**src/rtl/dm_csr_req_stage_if.sv**
```systemverilog
// DMI request/response and CSR decoder signals for the debug-module request stage.
// slave is the stage itself; master is the host plus decoder seen from outside.
interface dm_csr_req_stage_if #(
    parameter int ADDR_W = 7,
    parameter int DATA_W = 32
);
    logic              req_valid;
    logic              req_ready;
    logic [1:0]        req_op;
    logic [ADDR_W-1:0] req_addr;
    logic [DATA_W-1:0] req_data;

    logic [ADDR_W-1:0] csr_addr;
    logic              csr_re;
    logic              csr_we;
    logic [DATA_W-1:0] csr_wdata;
    logic [DATA_W-1:0] csr_rdata;

    logic              resp_valid;
    logic              resp_ready;
    logic [1:0]        resp_op;
    logic [DATA_W-1:0] resp_data;

    modport slave (
        input  req_valid, req_op, req_addr, req_data, csr_rdata, resp_ready,
        output req_ready, csr_addr, csr_re, csr_we, csr_wdata,
               resp_valid, resp_op, resp_data
    );

    modport master (
        output req_valid, req_op, req_addr, req_data, csr_rdata, resp_ready,
        input  req_ready, csr_addr, csr_re, csr_we, csr_wdata,
               resp_valid, resp_op, resp_data
    );
endinterface

```
**src/rtl/dm_csr_req_stage.sv**
```systemverilog
// DMI-side request stage: registers one request, issues a single-cycle CSR strobe,
// and holds the response until the host takes it. Out-of-range/reserved requests are answered locally.
//
// state  | meaning
// IDLE   | waiting for a DMI request, req_ready high
// ACCESS | one-cycle CSR strobe with latched address/data
// RESP   | response held valid until resp_ready
module dm_csr_req_stage #(
    parameter int                ADDR_W  = 7,
    parameter int                DATA_W  = 32,
    parameter logic [ADDR_W-1:0] LO_ADDR = 7'h04,
    parameter logic [ADDR_W-1:0] HI_ADDR = 7'h17
) (
    input  logic                clk_i,
    input  logic                rst_i,
    dm_csr_req_stage_if.slave   bus
);
    localparam logic [1:0] OP_NOP    = 2'd0;
    localparam logic [1:0] OP_READ   = 2'd1;
    localparam logic [1:0] OP_WRITE  = 2'd2;
    localparam logic [1:0] RESP_OK   = 2'd0;
    localparam logic [1:0] RESP_FAIL = 2'd2;

    typedef enum logic [1:0] {
        IDLE   = 2'd0,
        ACCESS = 2'd1,
        RESP   = 2'd2
    } state_t;

    state_t            state;
    logic [ADDR_W-1:0] csr_addr_q;
    logic              csr_re_q;
    logic              csr_we_q;
    logic [DATA_W-1:0] csr_wdata_q;
    logic              resp_valid_q;
    logic [1:0]        resp_op_q;
    logic [DATA_W-1:0] resp_data_q;

    logic req_ready;
    logic take;
    logic legal;

    // Ready follows resp_ready in RESP so a retiring response and a new request share one edge.
    always_comb begin
        req_ready = (state == IDLE) || ((state == RESP) && bus.resp_ready);
        take      = bus.req_valid && req_ready;
        legal     = ((bus.req_op == OP_READ) || (bus.req_op == OP_WRITE)) &&
                    (bus.req_addr >= LO_ADDR) && (bus.req_addr <= HI_ADDR);
    end

    always_ff @(posedge clk_i) begin
        if (rst_i) begin
            state        <= IDLE;
            csr_addr_q   <= '0;
            csr_re_q     <= 1'b0;
            csr_we_q     <= 1'b0;
            csr_wdata_q  <= '0;
            resp_valid_q <= 1'b0;
            resp_op_q    <= RESP_OK;
            resp_data_q  <= '0;
        end else begin
            // The CSR bus is quiet unless a legal request is routed below.
            csr_addr_q  <= '0;
            csr_re_q    <= 1'b0;
            csr_we_q    <= 1'b0;
            csr_wdata_q <= '0;

            case (state)
                IDLE: ;
                ACCESS: begin
                    resp_valid_q <= 1'b1;
                    resp_op_q    <= RESP_OK;
                    resp_data_q  <= csr_re_q ? bus.csr_rdata : '0;
                    state        <= RESP;
                end
                RESP: begin
                    if (bus.resp_ready) begin
                        resp_valid_q <= 1'b0;
                        resp_op_q    <= RESP_OK;
                        resp_data_q  <= '0;
                        state        <= IDLE;
                    end
                end
                default: state <= IDLE;
            endcase

            if (take) begin
                if (legal) begin
                    state       <= ACCESS;
                    csr_addr_q  <= bus.req_addr;
                    csr_re_q    <= (bus.req_op == OP_READ);
                    csr_we_q    <= (bus.req_op == OP_WRITE);
                    csr_wdata_q <= bus.req_data;
                end else begin
                    state        <= RESP;
                    resp_valid_q <= 1'b1;
                    resp_op_q    <= (bus.req_op == OP_NOP) ? RESP_OK : RESP_FAIL;
                    resp_data_q  <= '0;
                end
            end
        end
    end

    assign bus.req_ready  = req_ready;
    assign bus.csr_addr   = csr_addr_q;
    assign bus.csr_re     = csr_re_q;
    assign bus.csr_we     = csr_we_q;
    assign bus.csr_wdata  = csr_wdata_q;
    assign bus.resp_valid = resp_valid_q;
    assign bus.resp_op    = resp_op_q;
    assign bus.resp_data  = resp_data_q;
endmodule

```
**src/flat_wrapper.sv**
```systemverilog
// flat-port wrapper written by rule: the top's interface ports become plain ports
module dm_csr_req_stage_flat 
#(
    parameter int                ADDR_W  = 7,
    parameter int                DATA_W  = 32,
    parameter logic [ADDR_W-1:0] LO_ADDR = 7'h04,
    parameter logic [ADDR_W-1:0] HI_ADDR = 7'h17
)
  (clk_i, rst_i, bus_req_valid, bus_req_op, bus_req_addr, bus_req_data, bus_csr_rdata, bus_resp_ready, bus_req_ready, bus_csr_addr, bus_csr_re, bus_csr_we, bus_csr_wdata, bus_resp_valid, bus_resp_op, bus_resp_data);
  dm_csr_req_stage_if #(.ADDR_W(ADDR_W), .DATA_W(DATA_W)) bus_i ();
  input  logic clk_i;
  input  logic rst_i;
  input wire logic [$bits(bus_i.req_valid)-1:0] bus_req_valid;
  input wire logic [$bits(bus_i.req_op)-1:0] bus_req_op;
  input wire logic [$bits(bus_i.req_addr)-1:0] bus_req_addr;
  input wire logic [$bits(bus_i.req_data)-1:0] bus_req_data;
  input wire logic [$bits(bus_i.csr_rdata)-1:0] bus_csr_rdata;
  input wire logic [$bits(bus_i.resp_ready)-1:0] bus_resp_ready;
  output wire logic [$bits(bus_i.req_ready)-1:0] bus_req_ready;
  output wire logic [$bits(bus_i.csr_addr)-1:0] bus_csr_addr;
  output wire logic [$bits(bus_i.csr_re)-1:0] bus_csr_re;
  output wire logic [$bits(bus_i.csr_we)-1:0] bus_csr_we;
  output wire logic [$bits(bus_i.csr_wdata)-1:0] bus_csr_wdata;
  output wire logic [$bits(bus_i.resp_valid)-1:0] bus_resp_valid;
  output wire logic [$bits(bus_i.resp_op)-1:0] bus_resp_op;
  output wire logic [$bits(bus_i.resp_data)-1:0] bus_resp_data;
  assign bus_i.req_valid = bus_req_valid;
  assign bus_i.req_op = bus_req_op;
  assign bus_i.req_addr = bus_req_addr;
  assign bus_i.req_data = bus_req_data;
  assign bus_i.csr_rdata = bus_csr_rdata;
  assign bus_i.resp_ready = bus_resp_ready;
  assign bus_req_ready = bus_i.req_ready;
  assign bus_csr_addr = bus_i.csr_addr;
  assign bus_csr_re = bus_i.csr_re;
  assign bus_csr_we = bus_i.csr_we;
  assign bus_csr_wdata = bus_i.csr_wdata;
  assign bus_resp_valid = bus_i.resp_valid;
  assign bus_resp_op = bus_i.resp_op;
  assign bus_resp_data = bus_i.resp_data;
  dm_csr_req_stage #(.ADDR_W(ADDR_W), .DATA_W(DATA_W), .LO_ADDR(LO_ADDR), .HI_ADDR(HI_ADDR)) u_core (.clk_i(clk_i), .rst_i(rst_i), .bus(bus_i));
endmodule
```
**config.mk**
```make
export PLATFORM = sky130hd
export DESIGN_NAME = dm_csr_req_stage_flat
export DESIGN_NICKNAME = d
export VERILOG_FILES = /design/src/rtl/dm_csr_req_stage_if.sv /design/src/rtl/dm_csr_req_stage.sv /design/src/flat_wrapper.sv
export SDC_FILE = /design/constraint.sdc
export NUM_CORES = 1
export LEC_CHECK = 0
export CORE_ASPECT_RATIO = 0.8
export CORE_MARGIN = 2
export CORE_UTILIZATION = 40
export CTS_CLUSTER_SIZE = 24
export DETAILED_ROUTE_END_ITERATION = 8
export PLACE_DENSITY = 0.95
export SLEW_MARGIN = 20
export SYNTH_ARGS = -nofsm -noshare
export SYNTH_HDL_FRONTEND = slang
export SYNTH_SLANG_ARGS = --single-unit
```
**constraint.sdc**
```tcl
create_clock -name clk_i -period 3.49 [get_ports clk_i]
set_clock_uncertainty 0.2 [all_clocks]
set_input_delay 0.349 -clock clk_i [delete_from_list [all_inputs] [get_ports clk_i]]
set_output_delay 0.349 -clock clk_i [all_outputs]
set_load 0.05 [all_outputs]
```
==> results.py, run 1 <==
metrics = {
    "setup_path": {
        "crit_fanout": 4,
        "critPathCaptureType": "output port",
        "reg2reg_from": "u_core.state[0]$_SDFFE_PP0P_",
        "start_kind": "flip-flop",
        "crit_arrival_ps": 1990,
        "cp.required_ps": 2940,
        "critPathKind": "reg -> out",
        "crit_start": "u_core.state[0]$_SDFFE_PP0P_",
        "rr_worst_depth": 5,
    },
    "route": {
        "viasPerCell": 4.62,
        "m1WireLength_um": 2750,
        "dr_wl_met2_um": 3310,
        "drtIter0Drc": 69,
        "wl_met3_um": 577,
        "wl_per_cell_um": 14.1,
        "vias": 2192,
        "ant_nets": 0,
        "top_layer": "met4",
        "dr.pass1.iters": 4,
        "drt_wl_total_um": 6690,
        "drcViolationCount": 0,
    },
    "cts": {
        "clk_pin_slew_worst_paths_ps": 80,
        "cts_tree": "done",
        "cts_inserted_buffers": 9,
        "clock_sinks": 78,
        "htree_levels": 3,
        "root_buffer": "clkbuf_8",
        "holdBufCountCts": 0,
        "cts_buffer_depth": 2,
        "cts-resized-gates": 0,
        "post_cts.repair.setup_buffers": 0,
        "clk_latency_ps": 340,
    },
    "timing": {
        "finalMaxSlewViolations": 0,
        "finalSetupTns_ps": 0,
        "finalHoldViolCount": 0,
        "worst_slew_pin_slew_ps": 587,
        "fmax_mhz": 394,
        "finalSetupViolCount": 0,
        "max-slew-margin-rel_pct": 60.9,
        "rsz0062_at_grt": "false",
        "min_period_ps": 2540,
        "period_share_pct": 72.8,
    },
    "placement": {
        "place_hpwl_um": 5010,
        "io_buffers": 153,
        "routabilityCongestion": 0.749,
    },
    "grt": {
        "grt_pass1_wl_um": 10300,
        "grt_max_degree": 40,
        "first_global_vias": 2123,
        "antenna_found_initial": 0,
        "track_usage_pct": 19.4,
        "overflow": 0,
    },
    "floorplanning": {
        "core_area_mm2": 0.00601,
        "io-pin-count": 154,
        "dieArea_mm2": 0.00700,
        "fp-row-count": 25,
        "start_util_pct": 42.3,
        "die_h_um": 75.3,
        "fp.dieW_um": 93.1,
    },
    "finish": {
        "nNetsFinal": 471,
        "drive_gt1_share_pct": 5.85,
        "n_antenna_cell": 0,
        "syn2layout_area_growth_pct": 70.6,
    },
    "logic_synthesis": {
        "syn_inst": 235,
        "synthDistinctLibCells": 27,
        "async_flop_share_pct": 0,
        "ys_warn_count": 0,
        "synth_edf_count": 0,
        "ys_seq_area_share_pct": 61.5,
        "netlist_area_mm2": 0.00254,
        "ys_seq_elements": 78,
        "syn_avg_cell_area_um2": 10.8,
        "synthFlopType": "dfxtp_1",
    },
    "pwr": {
        "peakVddDrop_mv": 0.269,
        "p_total_mw": 1.84,
        "p_leak_nw": 1.62,
        "cellPowerDensity_mw_per_mm2": 424,
    },
    "worst_hold_path": {
        "hp-start": "u_core.bus.resp_op[0]$_SDFF_PP0_",
        "worstHoldPathCells": 2,
        "hold_path.class": "reg -> reg",
    },
    "run_status": {
        "status": "completed",
    },
    "job": {
        "maxCapViolCount": 0,
    },
}
-- state kept, by name, indices dropped and copies added (netlist names) --
signal / count
u_core.bus.csr_we: 1
u_core.bus.csr_wdata: 32
u_core.bus.resp_data: 32
u_core.bus.resp_valid: 1
u_core.bus.csr_re: 1
u_core.state: 2
u_core.bus.csr_addr: 7
u_core.bus.resp_op: 2
-- kinds of logic (layout without fill, tap and decap cells) --
group / count (synthesis) / after routing / synth area share (%)
AOI/OAI and AO/OA: 41 / 41 / 12.3
adders and majority gates: 6 / 6 / 2.96
buffers and inverters: 21 / 178 / 4.44
DFF: 78 / 78 / 61.5
muxes: 1 / 1 / 0.394
other: 1 / 2 / 0.148
and+or+nand+nor: 87 / 87 / 18.2
-- placed cells by master (no fill, tap or decap) --
| cell type | synthesis | routed |
|---|---|---|
| clkdlybuf4s50_1 | 0 | 153 |
| dfxtp_1 | 78 | 78 |
| and2_1 | 40 | 40 |
| a22oi_1 | 32 | 32 |
| nor2_1 | 32 | 32 |
| clkbuf_8 | 0 | 10 |
| inv_1 | 6 | 6 |
| ha_1 | 6 | 6 |
| a21oi_1 | 5 | 5 |
| nand2_1 | 4 | 4 |
| buf_4 | 2 | 3 |
| nand2b_1 | 2 | 2 |
| nand3_1 | 2 | 2 |
| bufinv_16 | 0 | 2 |
| conb_1 | 1 | 2 |
| a21o_1 | 1 | 1 |
| or3b_4 | 1 | 1 |
| nor3_1 | 1 | 1 |
| o311ai_4 | 1 | 1 |
| and3_2 | 0 | 1 |
| nor3_2 | 1 | 1 |
| and4b_1 | 1 | 1 |
| or2_2 | 1 | 1 |
| o21ai_0 | 1 | 1 |
| mux2i_1 | 1 | 1 |
| a32oi_1 | 1 | 1 |
| nand4_1 | 1 | 1 |
| clkinv_2 | 0 | 1 |
| clkinvlp_4 | 0 | 1 |
| inv_6 | 0 | 1 |
| clkbuf_1 | 7 | 1 |
-- critical path, stage by stage (launching register included) --
cell and delay (ps):
dfxtp_1 330, inv_1 80, ha_1 180, a21o_1 220, clkdlybuf4s50_1 840
-- metal layers --
metal | GRT usage (%) | vias to the layer above
met5 | 0 | -
met4 | 6.37 | 0
met3 | 8.01 | 5
met2 | 33.4 | 107
met1 | 22.4 | 997
li1 | - | 1083
-- metrics by stage --
stage	worst slack [ps]	utilization (%)	instance area, um^2	hold WS [ps]	std cells
2_1_floorplan	1420	-	2540	218	236
3_3_place_gp	824	68.4	4110	216	458
3_5_place_dp	734	68.4	4110	221	458
4_1_cts	918	72.1	4330	232	474
5_1_grt	820	72.1	4330	257	474
6_report	950	72.1	4330	231	474
-- final timing paths --
| path | endpoint | slack, ps |
|---|---|---|
| max | bus_req_ready | 950 |
| min | u_core.bus.resp_op[0]$_SDFF_PP0_ | 230 |
| max reg2reg | u_core.bus.resp_data[25]$_SDFF_PP0_ | 1560 |
| min reg2reg | u_core.bus.resp_op[0]$_SDFF_PP0_ | 230 |
-- power breakdown --
part	switching [mW]	internal (mW)
logic	0.0855	0.104
registers	0.00324	0.897
clock network	0.322	0.424
-- cells in the mapped netlist (all sizes together), types with 2 or more instances --
cell | number | share of area (%)
dfxtp | 78 | 62
nor3 | 2 | 0.59
nand2b | 2 | 0.49
nand2 | 4 | 0.59
inv | 6 | 0.89
nand3 | 2 | 0.39
nor2 | 32 | 4.7
a22oi | 32 | 9.5
a21oi | 5 | 0.99
ha | 6 | 3.0
clkbuf | 7 | 1.0
and2 | 40 | 9.9
buf | 8 | 2.5
-- final cells by class --
class / instances / area, um^2
Timing Repair Buffer: 156 / 1550
Fill cell: 464 / 1670
Multi-Input combinational cell: 137 / 870
Clock inverter: 5 / 81.3
Sequential cell: 78 / 1560
Tap cell: 81 / 101
Clock buffer: 11 / 141
Inverter: 6 / 22.5
Note: power is estimated with default switching activity, not from simulation.
==> inputs of run 2 (changes only) <==
--- a/config.mk
+++ b/config.mk
@@ -7,10 +7,10 @@
 export LEC_CHECK = 0
 export CORE_ASPECT_RATIO = 0.8
 export CORE_MARGIN = 2
-export CORE_UTILIZATION = 40
+export CORE_UTILIZATION = 37
 export CTS_CLUSTER_SIZE = 24
 export DETAILED_ROUTE_END_ITERATION = 8
-export PLACE_DENSITY = 0.95
+export PLACE_DENSITY = 0.91
 export SLEW_MARGIN = 20
 export SYNTH_ARGS = -nofsm -noshare
 export SYNTH_HDL_FRONTEND = slang
==> constraint.sdc (replaced) <==
create_clock -name clk_i -period 2.55 [get_ports clk_i]
set_clock_uncertainty 0.2 [all_clocks]
set_input_delay 0.255 -clock clk_i [delete_from_list [all_inputs] [get_ports clk_i]]
set_output_delay 0.255 -clock clk_i [all_outputs]
set_load 0.05 [all_outputs]
==> run 2 against run 1 <==
- sequential cell count unchanged
- count of clock-buffer cells in the layout rose by 1
- setup slack lost 640 ps
- critical path depth up 4
- final cell count grew 1.3%
- via count down 0.27%
- worst hold slack better by 9.2 ps
- die area rose by 7.7%
- global-route usage decreased by 1.8 points
- register-to-register slack got worse by 950 ps
- core utilization fell by 5.5 points
- largest power group unchanged
==> results.py, run 2 (same netlist as run 1, synthesis figures left out) <==
metrics = {
    "route": {
        "viasPerCell": 4.55,
        "ant_nets": 0,
        "drtIter0Drc": 60,
        "drt_wl_total_um": 6670,
        "wl_per_cell_um": 13.9,
        "vias": 2186,
        "dr.pass1.iters": 4,
        "drcViolationCount": 0,
    },
    "floorplanning": {
        "fp-row-count": 26,
        "dieArea_mm2": 0.00754,
        "core_area_mm2": 0.00651,
        "die_h_um": 78.1,
        "start_util_pct": 39.0,
        "fp.dieW_um": 96.6,
        "io-pin-count": 154,
    },
    "cts": {
        "clk_pin_slew_worst_paths_ps": 70,
        "cts_buffer_depth": 2,
        "cts-resized-gates": 0,
        "clk_latency_ps": 340,
        "clock_sinks": 78,
        "holdBufCountCts": 0,
        "post_cts.repair.setup_buffers": 0,
        "root_buffer": "clkbuf_8",
        "cts_tree": "done",
        "htree_levels": 3,
        "cts_inserted_buffers": 9,
    },
    "placement": {
        "routabilityCongestion": 0.848,
        "io_buffers": 153,
        "place_hpwl_um": 4980,
    },
    "grt": {
        "grt_pass1_wl_um": 10700,
        "grt_max_degree": 36,
        "overflow": 0,
        "antenna_found_initial": 0,
        "track_usage_pct": 17.7,
        "first_global_vias": 2250,
    },
    "worst_hold_path": {
        "hold_path.class": "reg -> reg",
    },
    "timing": {
        "fin_hold_ws_ps": 240,
        "max-slew-margin-rel_pct": 60.8,
        "finalSetupViolCount": 0,
        "fmax_mhz": 447,
        "period_share_pct": 87.8,
        "worst_slew_pin_slew_ps": 588,
        "finalHoldViolCount": 0,
        "finalMaxSlewViolations": 0,
        "rsz0062_at_grt": "false",
        "min_period_ps": 2240,
    },
    "setup_path": {
        "start_kind": "input pin",
        "path_depth": 8,
        "crit_start": "bus_req_op[1]",
        "crit_arrival_ps": 2310,
        "r2r_end": "u_core.bus.resp_data[12]$_SDFF_PP0_",
        "crit_end": "u_core.bus.resp_data[4]$_SDFF_PP0_",
        "crit_buf_inv": 3,
        "reg2reg_from": "u_core.state[0]$_SDFFE_PP0P_",
        "cpPeakStageDelay_ps": 500,
        "cp.required_ps": 2620,
        "rr_worst_depth": 5,
        "critPathKind": "in -> reg",
        "slowest_stage": "clkdlybuf4s50_1",
        "crit_family": "buffers and inverters",
        "regToRegSetupSlack_ps": 610,
        "critPathCaptureType": "flip-flop",
        "worstPathCellList": "clkdlybuf4s50_1, inv_1, ha_1, or3b_4, o311ai_4, nand2b_1, buf_4, nor2_1",
        "crit_fanout": 16,
    },
    "finish": {
        "fillers": 530,
        "drive_gt1_share_pct": 6.57,
        "nNetsFinal": 474,
        "final_common_cell": "clkdlybuf4s50_1",
        "syn2layout_area_growth_pct": 70.7,
        "n_antenna_cell": 0,
        "final_cell_mix": "152 x clkdlybuf4s50_1, 78 x dfxtp_1, 40 x and2_1",
    },
    "job": {
        "maxCapViolCount": 0,
    },
    "pwr": {
        "peakVddDrop_mv": 0.311,
        "p_leak_nw": 1.63,
        "p_total_mw": 2.42,
        "cellPowerDensity_mw_per_mm2": 559,
    },
    "run_status": {
        "status": "completed",
    },
}
run 2: cell types whose count changed in the layout (fill, tap and decap cells not counted), sizes merged:
cell | previous run | this run
bufinv | 2 | 1
buf | 3 | 7
clkdlybuf4s50 | 153 | 152
clkbuf | 11 | 12
run 2: worst reg2reg max path: cells and delay by family (launching register included):
kind / cells / cell delay [ps]
buf+inv: 1 / 80
flops: 1 / 370
simple gates: 2 / 730
fa+ha+maj: 1 / 350
compound gates: 1 / 140
run 2: how the worst min path moves through the flow:
stage	from	to	cells past startpoint
after global placement	u_core.bus.resp_op[0]$_SDFF_PP0_	u_core.bus.resp_op[0]$_SDFF_PP0_	2
after detailed placement	u_core.bus.resp_op[0]$_SDFF_PP0_	u_core.bus.resp_op[0]$_SDFF_PP0_	2
final	u_core.bus.resp_op[0]$_SDFF_PP0_	u_core.bus.resp_op[0]$_SDFF_PP0_	2
after global routing	bus_req_addr[0]	u_core.bus.csr_addr[0]$_SDFF_PP0_	2
after floorplan	rst_i	u_core.bus.resp_op[1]$_SDFF_PP0_	1
after CTS	u_core.bus.resp_op[0]$_SDFF_PP0_	u_core.bus.resp_op[0]$_SDFF_PP0_	2
run 2: layout make-up:
type / instances / area [um^2] / share of cell area [%]
sequential: 78 / 1560 / 36.0
clock inverter: 4 / 55.1 / 1.27
inverter: 6 / 22.5 / 0.520
timing repair buffer: 159 / 1570 / 36.3
multi-input combinational: 137 / 870 / 20.1
tap: 84 / 105 / 2.43
clock buffer: 12 / 145 / 3.35
run 2: metrics by stage:
stage                     cell area, um^2  setup WS [ps]  TNS (ps)  instances  util, %
after floorplan                      2540            548         0        236        -
after global placement               4130           16.6         0        464     63.5
after detailed placement             4130          -49.8     -1130        464     63.5
after CTS                            4330            204         0        480     66.6
after global routing                 4330            205         0        480     66.6
final                                4330            311         0        480     66.6
run 2: where the power goes:
group | internal, mW | switching (mW) | total, mW | leakage, nW
clock | 0.485 | 0.440 | 0.925 | 0.0972
sequential | 1.23 | 0.00449 | 1.23 | 0.630
combinational | 0.146 | 0.119 | 0.265 | 0.900
run 2: layer usage:
layer | vias to the layer above | track usage, % | wire length, um
met5 | - | 0 | 0
met4 | 0 | 6.20 | 57
met3 | 5 | 7.03 | 510
met2 | 95 | 29.9 | 3200
met1 | 997 | 20.5 | 2910
li1 | 1089 | - | -
==> inputs of run 3 (changes only) <==
--- a/config.mk
+++ b/config.mk
@@ -5,13 +5,13 @@
 export SDC_FILE = /design/constraint.sdc
 export NUM_CORES = 1
 export LEC_CHECK = 0
+export ABC_CLOCK_PERIOD_IN_PS = 2550
 export CORE_ASPECT_RATIO = 0.8
 export CORE_MARGIN = 2
 export CORE_UTILIZATION = 37
 export CTS_CLUSTER_SIZE = 24
 export DETAILED_ROUTE_END_ITERATION = 8
 export PLACE_DENSITY = 0.91
-export SLEW_MARGIN = 20
 export SYNTH_ARGS = -nofsm -noshare
 export SYNTH_HDL_FRONTEND = slang
 export SYNTH_SLANG_ARGS = --single-unit
==> run 3 against run 2 <==
- die area did not move
- register-to-register slack worse by 390 ps
- count of clock-buffer cells in the layout is the same
==> results.py, run 3 (same netlist as run 1, synthesis figures left out) <==
metrics = {
    "run_status": {
        "status": "completed",
    },
    "setup_path": {
        "cpPeakStageDelay_ps": 940,
        "crit_fanout": 31,
        "cp.required_ps": 2630,
        "worstPathCellList": "inv_1, ha_1, and3_1, a22oi_1, nor2_1",
        "start_kind": "flip-flop",
        "slowest_stage": "and3_1",
        "crit_family": "simple AND/OR/NAND/NOR gates",
        "crit_arrival_ps": 2410,
        "critPathKind": "reg -> reg",
        "path_depth": 5,
        "rr_worst_depth": 5,
        "critPathCaptureType": "flip-flop",
        "crit_buf_inv": 1,
    },
    "route": {
        "drt_wl_total_um": 6680,
        "ant_nets": 0,
        "wl_per_cell_um": 13.9,
        "drcViolationCount": 0,
        "dr.pass1.iters": 4,
        "vias": 2187,
        "drtIter0Drc": 57,
        "viasPerCell": 4.56,
    },
    "cts": {
        "clk_latency_ps": 340,
        "cts_inserted_buffers": 9,
        "holdBufCountCts": 0,
        "root_buffer": "clkbuf_8",
        "clk_pin_slew_worst_paths_ps": 80,
        "cts-resized-gates": 0,
        "post_cts.repair.setup_buffers": 0,
        "cts_buffer_depth": 2,
        "clock_sinks": 78,
        "htree_levels": 3,
        "cts_tree": "done",
    },
    "timing": {
        "min_period_ps": 2330,
        "finalSetupTns_ps": 0,
        "fmax_mhz": 429,
        "finalHoldViolCount": 0,
        "period_share_pct": 91.4,
        "finalMaxSlewViolations": 0,
        "worst_slew_pin_slew_ps": 1150,
        "max-slew-margin-rel_pct": 23.4,
        "finalSetupViolCount": 0,
        "rsz0062_at_grt": "false",
    },
    "grt": {
        "track_usage_pct": 17.7,
        "first_global_vias": 2250,
        "grt_pass1_wl_um": 10700,
        "antenna_found_initial": 0,
        "grt_max_degree": 36,
        "overflow": 0,
    },
    "finish": {
        "n_antenna_cell": 0,
        "final_util_pct": 66.6,
        "multiInputGateArea_um2": 868,
        "drive_gt1_share_pct": 6.31,
        "fillers": 531,
        "final_cell_mix": "152 x clkdlybuf4s50_1, 78 x dfxtp_1, 40 x and2_1",
        "instances_no_fill": 480,
        "nNetsFinal": 474,
        "syn2layout_area_growth_pct": 70.6,
        "final_common_cell": "clkdlybuf4s50_1",
        "regArea_mm2": 0.00156,
    },
    "placement": {
        "place_hpwl_um": 4980,
        "routabilityCongestion": 0.848,
        "place_inst": 464,
        "io_buffers": 153,
    },
    "floorplanning": {
        "fp-row-count": 26,
        "fp.dieW_um": 96.6,
        "start_util_pct": 39.0,
        "core_area_mm2": 0.00651,
        "dieArea_mm2": 0.00754,
        "io-pin-count": 154,
        "die_h_um": 78.1,
    },
    "pwr": {
        "p_total_mw": 2.42,
        "peakVddDrop_mv": 0.311,
        "cellPowerDensity_mw_per_mm2": 559,
        "p_leak_nw": 1.63,
    },
    "worst_hold_path": {
        "worstHoldPathCells": 2,
        "hold_path.class": "reg -> reg",
    },
    "job": {
        "maxCapViolCount": 0,
    },
}
-- run 3: changes by cell type in the layout (fill, tap and decap cells not counted) --
| cell | change |
|---|---|
| and3_1 | +1 |
| and3_2 | -1 |
-- run 3: layer usage --
layer	global-route usage, %	up-vias	share of wire (%)
li1	-	1089	-
met1	20.5	996	44
met2	29.9	97	48
met3	7.03	5	7.7
met4	6.20	0	0.85
met5	0	-	0
-- run 3: layout make-up --
type	instances	share of cell area (%)
Tap cell	84	2.43
Timing Repair Buffer	159	36.3
Multi-Input combinational cell	137	20.0
Clock inverter	4	1.27
Inverter	6	0.520
Clock buffer	12	3.35
Sequential cell	78	36.0
-- run 3: path summary, 6_finish.rpt --
check	startpoint	to	slack, ps
max	u_core.state[0]$_SDFFE_PP0P_	u_core.bus.resp_data[18]$_SDFF_PP0_	220
min	u_core.bus.resp_op[0]$_SDFF_PP0_	u_core.bus.resp_op[0]$_SDFF_PP0_	240
max reg2reg	u_core.state[0]$_SDFFE_PP0P_	u_core.bus.resp_data[18]$_SDFF_PP0_	220
min reg2reg	u_core.bus.resp_op[0]$_SDFF_PP0_	u_core.bus.resp_op[0]$_SDFF_PP0_	240
-- run 3: worst reg2reg max path, cell delays in order (launching register included) --
cell and delay [ps]:
dfxtp_1 370, inv_1 70, ha_1 350, and3_1 940, a22oi_1 180, nor2_1 150
-- run 3: power by group --
group          total, mW  internal, mW  switching [mW]
sequential          1.23          1.23         0.00448
combinational      0.265         0.146           0.119
clock              0.925         0.485           0.440
total               2.42          1.86           0.563
-- run 3: through the flow --
| step | setup WS (ps) | instance area, um^2 | hold slack [ps] |
|---|---|---|---|
| CTS | 204 | 4330 | 240 |
| finish | 220 | 4330 | 240 |
| global placement | 16.6 | 4130 | 216 |
| global route | 21.5 | 4330 | 246 |
| floorplan | 548 | 2540 | 124 |
| detailed placement | -49.8 | 4130 | 228 |
